## src/rtl/iterative_right_shifter_pkg.sv

```systemverilog
`default_nettype none
// ============================================================================
// Module      : iterative_right_shifter_pkg
// Description : Shared ALU definitions for the iterative right shifter:
//               state encoding, datapath constants and shift-op select.
// Revision    : 1.0 - initial release
// ============================================================================
package iterative_right_shifter_pkg;

  localparam int RS_WIDTH   = 32;
  localparam int RS_NSTAGES = 5;

  typedef enum logic [1:0] {
    ST_IDLE  = 2'd0,
    ST_SHIFT = 2'd1,
    ST_DONE  = 2'd2
  } rs_state_t;

  typedef enum logic {
    OP_SRL = 1'b0,
    OP_SRA = 1'b1
  } rs_op_t;

endpackage : iterative_right_shifter_pkg
`default_nettype wire

```

## src/rtl/iterative_right_shifter_stage.sv

```systemverilog
`default_nettype none
// ============================================================================
// Module      : right_shift_stage
// Description : Combinational single stage: shifts the value right by 2^idx,
//               filling the vacated upper bits with the fill bit.
// Revision    : 1.0 - initial release
// ============================================================================
module right_shift_stage
  import iterative_right_shifter_pkg::*;
(
  input  logic [RS_WIDTH-1:0] i_value,
  input  logic [2:0]          i_idx,
  input  logic                i_fill,
  output logic [RS_WIDTH-1:0] o_value
);

  // Select one of the five power-of-two shift distances.
  always_comb begin
    o_value = i_value;
    case (i_idx)
      3'd0: o_value = {{1{i_fill}},  i_value[RS_WIDTH-1:1]};
      3'd1: o_value = {{2{i_fill}},  i_value[RS_WIDTH-1:2]};
      3'd2: o_value = {{4{i_fill}},  i_value[RS_WIDTH-1:4]};
      3'd3: o_value = {{8{i_fill}},  i_value[RS_WIDTH-1:8]};
      3'd4: o_value = {{16{i_fill}}, i_value[RS_WIDTH-1:16]};
      default: o_value = i_value;
    endcase
  end

endmodule : right_shift_stage
`default_nettype wire

```

## src/rtl/iterative_right_shifter.sv

```systemverilog
`default_nettype none
// ============================================================================
// Module      : iterative_right_shifter
// Description : Multi-cycle 32-bit SRL/SRA. One binary stage (16,8,4,2,1) is
//               resolved per cycle on a single working register; operation
//               is requested and returned over a start/ready/valid handshake.
// Revision    : 1.0 - initial release
// ============================================================================
module iterative_right_shifter
  import iterative_right_shifter_pkg::*;
#(
  parameter int WIDTH   = RS_WIDTH,
  parameter int NSTAGES = RS_NSTAGES
) (
  input  logic             clock,
  input  logic             ctrl_reset_n,
  input  logic             ctrl_start,
  input  logic [WIDTH-1:0] data,
  input  logic [4:0]       shamt,
  input  logic             arith,
  output logic             ready,
  output logic             busy,
  output logic             result_valid,
  output logic [WIDTH-1:0] result
);

  rs_state_t        r_state;
  rs_state_t        w_state_next;
  logic [WIDTH-1:0] r_work;
  logic [4:0]       r_amt;
  logic             r_fill;
  logic [2:0]       r_idx;
  logic [WIDTH-1:0] r_result;

  logic             w_accept;
  logic             w_last_stage;
  logic [WIDTH-1:0] w_stage_out;
  logic [WIDTH-1:0] w_work_next;

  // Shift distance depends on the current stage; the stage is applied only
  // when the matching bit of the captured amount is set.
  right_shift_stage u_stage (
    .i_value (r_work),
    .i_idx   (r_idx),
    .i_fill  (r_fill),
    .o_value (w_stage_out)
  );

  assign w_accept     = ctrl_start && ((r_state == ST_IDLE) || (r_state == ST_DONE));
  assign w_last_stage = (r_state == ST_SHIFT) && (r_idx == 3'd0);
  assign w_work_next  = r_amt[r_idx] ? w_stage_out : r_work;

  // State register.
  always_ff @(posedge clock or negedge ctrl_reset_n) begin
    if (!ctrl_reset_n) begin
      r_state <= ST_IDLE;
    end else begin
      r_state <= w_state_next;
    end
  end

  // Next-state logic and handshake outputs.
  always_comb begin
    w_state_next = r_state;
    ready        = 1'b0;
    busy         = 1'b0;
    result_valid = 1'b0;
    case (r_state)
      ST_IDLE: begin
        ready = 1'b1;
        if (ctrl_start) w_state_next = ST_SHIFT;
      end
      ST_SHIFT: begin
        busy = 1'b1;
        if (r_idx == 3'd0) w_state_next = ST_DONE;
      end
      ST_DONE: begin
        ready        = 1'b1;
        result_valid = 1'b1;
        w_state_next = ctrl_start ? ST_SHIFT : ST_IDLE;
      end
      default: w_state_next = ST_IDLE;
    endcase
  end

  // Operand capture on accept, then one stage per cycle from idx 4 down to 0.
  always_ff @(posedge clock or negedge ctrl_reset_n) begin
    if (!ctrl_reset_n) begin
      r_work <= '0;
      r_amt  <= '0;
      r_fill <= 1'b0;
      r_idx  <= '0;
    end else if (w_accept) begin
      r_work <= data;
      r_amt  <= shamt;
      r_fill <= arith & data[WIDTH-1];
      r_idx  <= 3'(NSTAGES - 1);
    end else if (r_state == ST_SHIFT) begin
      r_work <= w_work_next;
      r_idx  <= r_idx - 3'd1;
    end
  end

  // Result is loaded only as the last stage completes and is held otherwise.
  always_ff @(posedge clock or negedge ctrl_reset_n) begin
    if (!ctrl_reset_n) begin
      r_result <= '0;
    end else if (w_last_stage) begin
      r_result <= w_work_next;
    end
  end

  assign result = r_result;

endmodule : iterative_right_shifter
`default_nettype wire

```

## config.mk

```make
export PLATFORM = sky130hd
export DESIGN_NAME = iterative_right_shifter
export DESIGN_NICKNAME = d
export VERILOG_FILES = /design/src/rtl/iterative_right_shifter_pkg.sv /design/src/rtl/iterative_right_shifter_stage.sv /design/src/rtl/iterative_right_shifter.sv
export SDC_FILE = /design/constraint.sdc
export NUM_CORES = 1
export LEC_CHECK = 0
export CAP_MARGIN = 20
export CORE_MARGIN = 2
export CORE_UTILIZATION = 45
export CTS_BUF_LIST = sky130_fd_sc_hd__clkbuf_4
export DETAILED_ROUTE_END_ITERATION = 10
export PLACE_DENSITY_LB_ADDON = 0.1
export SKIP_LAST_GASP = 1
export SLEW_MARGIN = 20
export SYNTH_ARGS = -nofsm -noshare
export SYNTH_HDL_FRONTEND = slang
export SYNTH_SLANG_ARGS = --single-unit
```

## constraint.sdc

```tcl
create_clock -name clock -period 1.79 [get_ports clock]
set_clock_uncertainty 0.05 [all_clocks]
set_input_delay 0.2685 -clock clock [delete_from_list [all_inputs] [get_ports clock]]
set_output_delay 0.2685 -clock clock [all_outputs]
set_load 0.01 [all_outputs]
```

==> results.md <==
* Status: finished with violations
* Failing checks: DRC, setup timing
* Area leader, netlist: dfrtp_1
* Initial core utilization at ~46%
* Diodes inserted at 0
* Fin util at 61.2%
* MaxCap Viol Count at 0
* Total CTS buffers at 9
* Final Net Count at 598
* Synth Area in Adders at 1.41%
* Clock period minus worst slack at 2000 ps
* Simple-gate portion of the synthesized area at roughly 15%
* Peak supply drop at about 1.0 mV
* Max Fclk at 500 MHz
* Detailed Route WL at 13500 um
* Seq pwr share at 29.5%
* Worst slew margin relative to its limit at 73.1%
* Internal at 0.00639 W
* DRT iter0 DRCs at around 430
* Distinct cells, synth at 35
* Chip height at 103 um
* DP Wirelength at approximately 9000 um
* LEAKAGE at ~2.5 nW
* # setup viols final at 63
* Max incr delay on CP at 510 ps
* Avg Cell Area, Syn at 9.48 um^2
* CTS H-Tree Depth at 3
* Number of global-route vias before repair at 4108
* Mapped Area at 4450 um^2
* Startpoint types: flip-flop
* Port Buffers at 75
* Clock Tree Buf Depth at 2
* Post-synthesis mux area share at 6.75%
* CTS tree: yes
* Worst reg2reg setup slack at -210 ps
* Largest net degree at the start of global routing at 76
* Core area at 9680 um^2
* Syn Inst Count at 469
* First-pass iteration count of the detailed router at 11
* Global route overflow at 0
* Sw frac at a little under half
* Gpl congestion at 0.922
* Tot GR Track Use at approximately 26%
* Power share of the combinational group at between 60 and 70%
* CP Cell Sequence: ha_2 -> buf_12 -> a222oi_1 -> o22ai_1 -> a221o_1
* CTS clock-pin slew for the worst setup and hold paths at about 110 ps
* Row cnt at 36
* Slew Limit Fails at 0
* Post-Synth XOR/XNOR Area at 0%
* Worst-margin pin slew at 404 ps
* Clock power share at 7.1%
* DRC at 1
* Syn-to-layout area delta at 33.3%
* Warnings from Yosys at 0
* Fin crit share at 112%
* Initial antenna violation count at 0
* Worst setup EP type: flip-flop
* CP max FO at 29
* Post-synthesis sequential area ratio at 42.2%
* Die span in x at approximately 100 um
* Via density per instance at roughly 6.3
* Crit path kind: reg -> reg
* Sink Count at 75
* Combinational family with the most area after synthesis: compound AO/OA/AOI/OAI gates
* First-pass GRT wire length at 21200 um
* Worst path slowest cell: dfrtp_2
* Post-synthesis compound-gate area fraction at 29.3%
* Critical path arrival at 2260 ps
* Crit path buf inv count at 1
* Register Area at roughly 1900 um^2
* Multi-input gate area at 2520 um^2
* WP data required at 2060 ps
* Fin. Hold Viols at 0
* Syn_nets at 515
* Pwr per Cell Area at 2020 nW/um^2
* Via count at around 4300
* IO Count at 76
* HP Class: in -> reg
* CTS root buffer: clkbuf_4
* Net Switching at around 0.0056 W
* Worst-skew pair later-pin latency at ~430 ps
* Final setup margin at -209 ps
* Synth area leaders: dfrtp_1 42%, a221o_1 6.8%, mux2i_1 6.8%, a222oi_1 6.3%, o31ai_1 5.1%
* Final Power at 0.0120 W
* FF+latch count, synth at 75
* Die ar. at 10700 um^2
* WL per Instance at 19.7 um
* Fraction of layout cells with a size suffix above 1 at 17.5%
* # fillers at ~860
* Delay-heaviest family, CP: compound AO/OA/AOI/OAI gates
* Unrepaired setup endpoints after global routing: yes
* Remaining antenna violation count at 0
* Yosys top cell area share at between 40% and 50%
==> repair_timing <==
action / in CTS / in global routing
buffers inserted: 1 / 1
resized for setup: 22 / 24
hold buffers: 1 / 0
pin swaps: 23 / 12
cloned: 1 / 1
setup endpoints to repair: 67 / 65
endpoints found under the hold margin: 75 / 0
==> placed cells by master, fill, tap and decap left out, drive strengths merged, types with 3 or more instances in the layout <==
cell type / netlist / routed
nor2b: 4 / 4
a31oi: 3 / 3
clkbuf: 33 / 12
dfrtp: 75 / 75
nor2: 3 / 3
buf: 17 / 46
nor3: 34 / 34
o21ai: 9 / 9
clkdlybuf4s50: 0 / 71
and2: 30 / 30
ha: 5 / 5
o22ai: 29 / 29
a221o: 30 / 30
mux2i: 30 / 30
a222oi: 28 / 28
dlygate4sd2: 0 / 3
nand3: 4 / 4
a21oi: 31 / 31
o32ai: 3 / 3
o31ai: 30 / 30
inv: 8 / 8
nand2: 49 / 49
==> layout make-up <==
class / count / share of cell area [%]
inverter: 8 / 0.549
sequential: 75 / 31.7
timing repair buffer: 122 / 20.9
tap: 133 / 2.81
clock inverter: 2 / 0.127
clock buffer: 11 / 1.39
multi-input combinational: 336 / 42.5
==> metrics by stage <==
step / hold WS, ps / area [um^2] / cells / setup slack (ps) / setup TNS (ps)
floorplan: -77.1 / 4500 / 469 / 3.10 / 0
global placement: 284 / 5580 / 669 / -120 / -4600
detailed placement: 288 / 5580 / 669 / -190 / -7550
CTS: 281 / 5780 / 685 / -177 / -7590
global route: 281 / 5930 / 687 / -260 / -13440
finish: 296 / 5930 / 687 / -209 / -7630
==> flip-flops by register name (all words and copies together), names as in the netlist <==
name,count
r_idx,3
r_amt,5
r_fill,1
result,32
r_work,32
r_state,2
==> synth_stat cells <==
library cell,number
a21oi_1,31
a221o_1,30
a221oi_1,1
a222oi_1,28
a22oi_1,2
a31oi_1,3
and2_1,30
and3_1,1
buf_1,1
buf_2,11
buf_4,5
clkbuf_1,33
dfrtp_1,75
ha_1,5
inv_1,8
mux2i_1,30
nand2_1,49
nand2b_1,2
nand3_1,4
nand4bb_1,1
nor2_1,3
nor2b_1,4
nor3_1,33
nor3_4,1
nor4_1,1
o211ai_1,2
o21a_1,1
o21ai_0,8
o21ai_1,1
o221a_2,1
o221ai_2,1
o22ai_1,29
o31ai_1,30
o32ai_1,3
or2_1,1
==> worst min-delay path, cell delays in order <==
cell and delay, ps:
clkdlybuf4s50_1 390, nand2_1 50, nand2_1 40
==> logic make-up (layout without fill, tap and decap cells) <==
group,after synthesis,after routing
buf+inv,58,143
compound gates,171,171
flops,75,75
fa+ha+maj,5,5
mux,30,30
simple gates,130,130
==> final timing paths <==
kind                                   start   endpoint  depth (start not counted)
max in group asynchronous       ctrl_reset_n   r_idx[0]                          3
worst max register to register      r_idx[0]  r_work[5]                          5
worst max-delay path                r_idx[0]  r_work[5]                          5
worst min-delay path                shamt[4]   r_amt[4]                          3
worst min register to register     result[5]  result[5]                          2
min in group asynchronous       ctrl_reset_n  r_work[6]                          3
==> power by group through the flow <==
stage	Sequential [W]	Combinational, W	Clock (W)
after CTS	0.00350	0.00715	0.000862
after global placement	0.00348	0.00672	0
final	0.00354	0.00759	0.000849
after floorplan	0.00331	0.00434	0
after global routing	0.00362	0.00817	0.000941
after detailed placement	0.00351	0.00685	0
==> metal layers <==
metal	global-route usage (%)	vias up	wire length, um	part of all wire [%]
met5	0	-	0	0
met4	8.70	0	264	1.9
met3	4.10	23	958	7.1
met2	40.2	197	6360	47
met1	35.8	2121	5970	44
li1	-	2006	-	-
No activity file was read; power rests on OpenSTA's default activity.
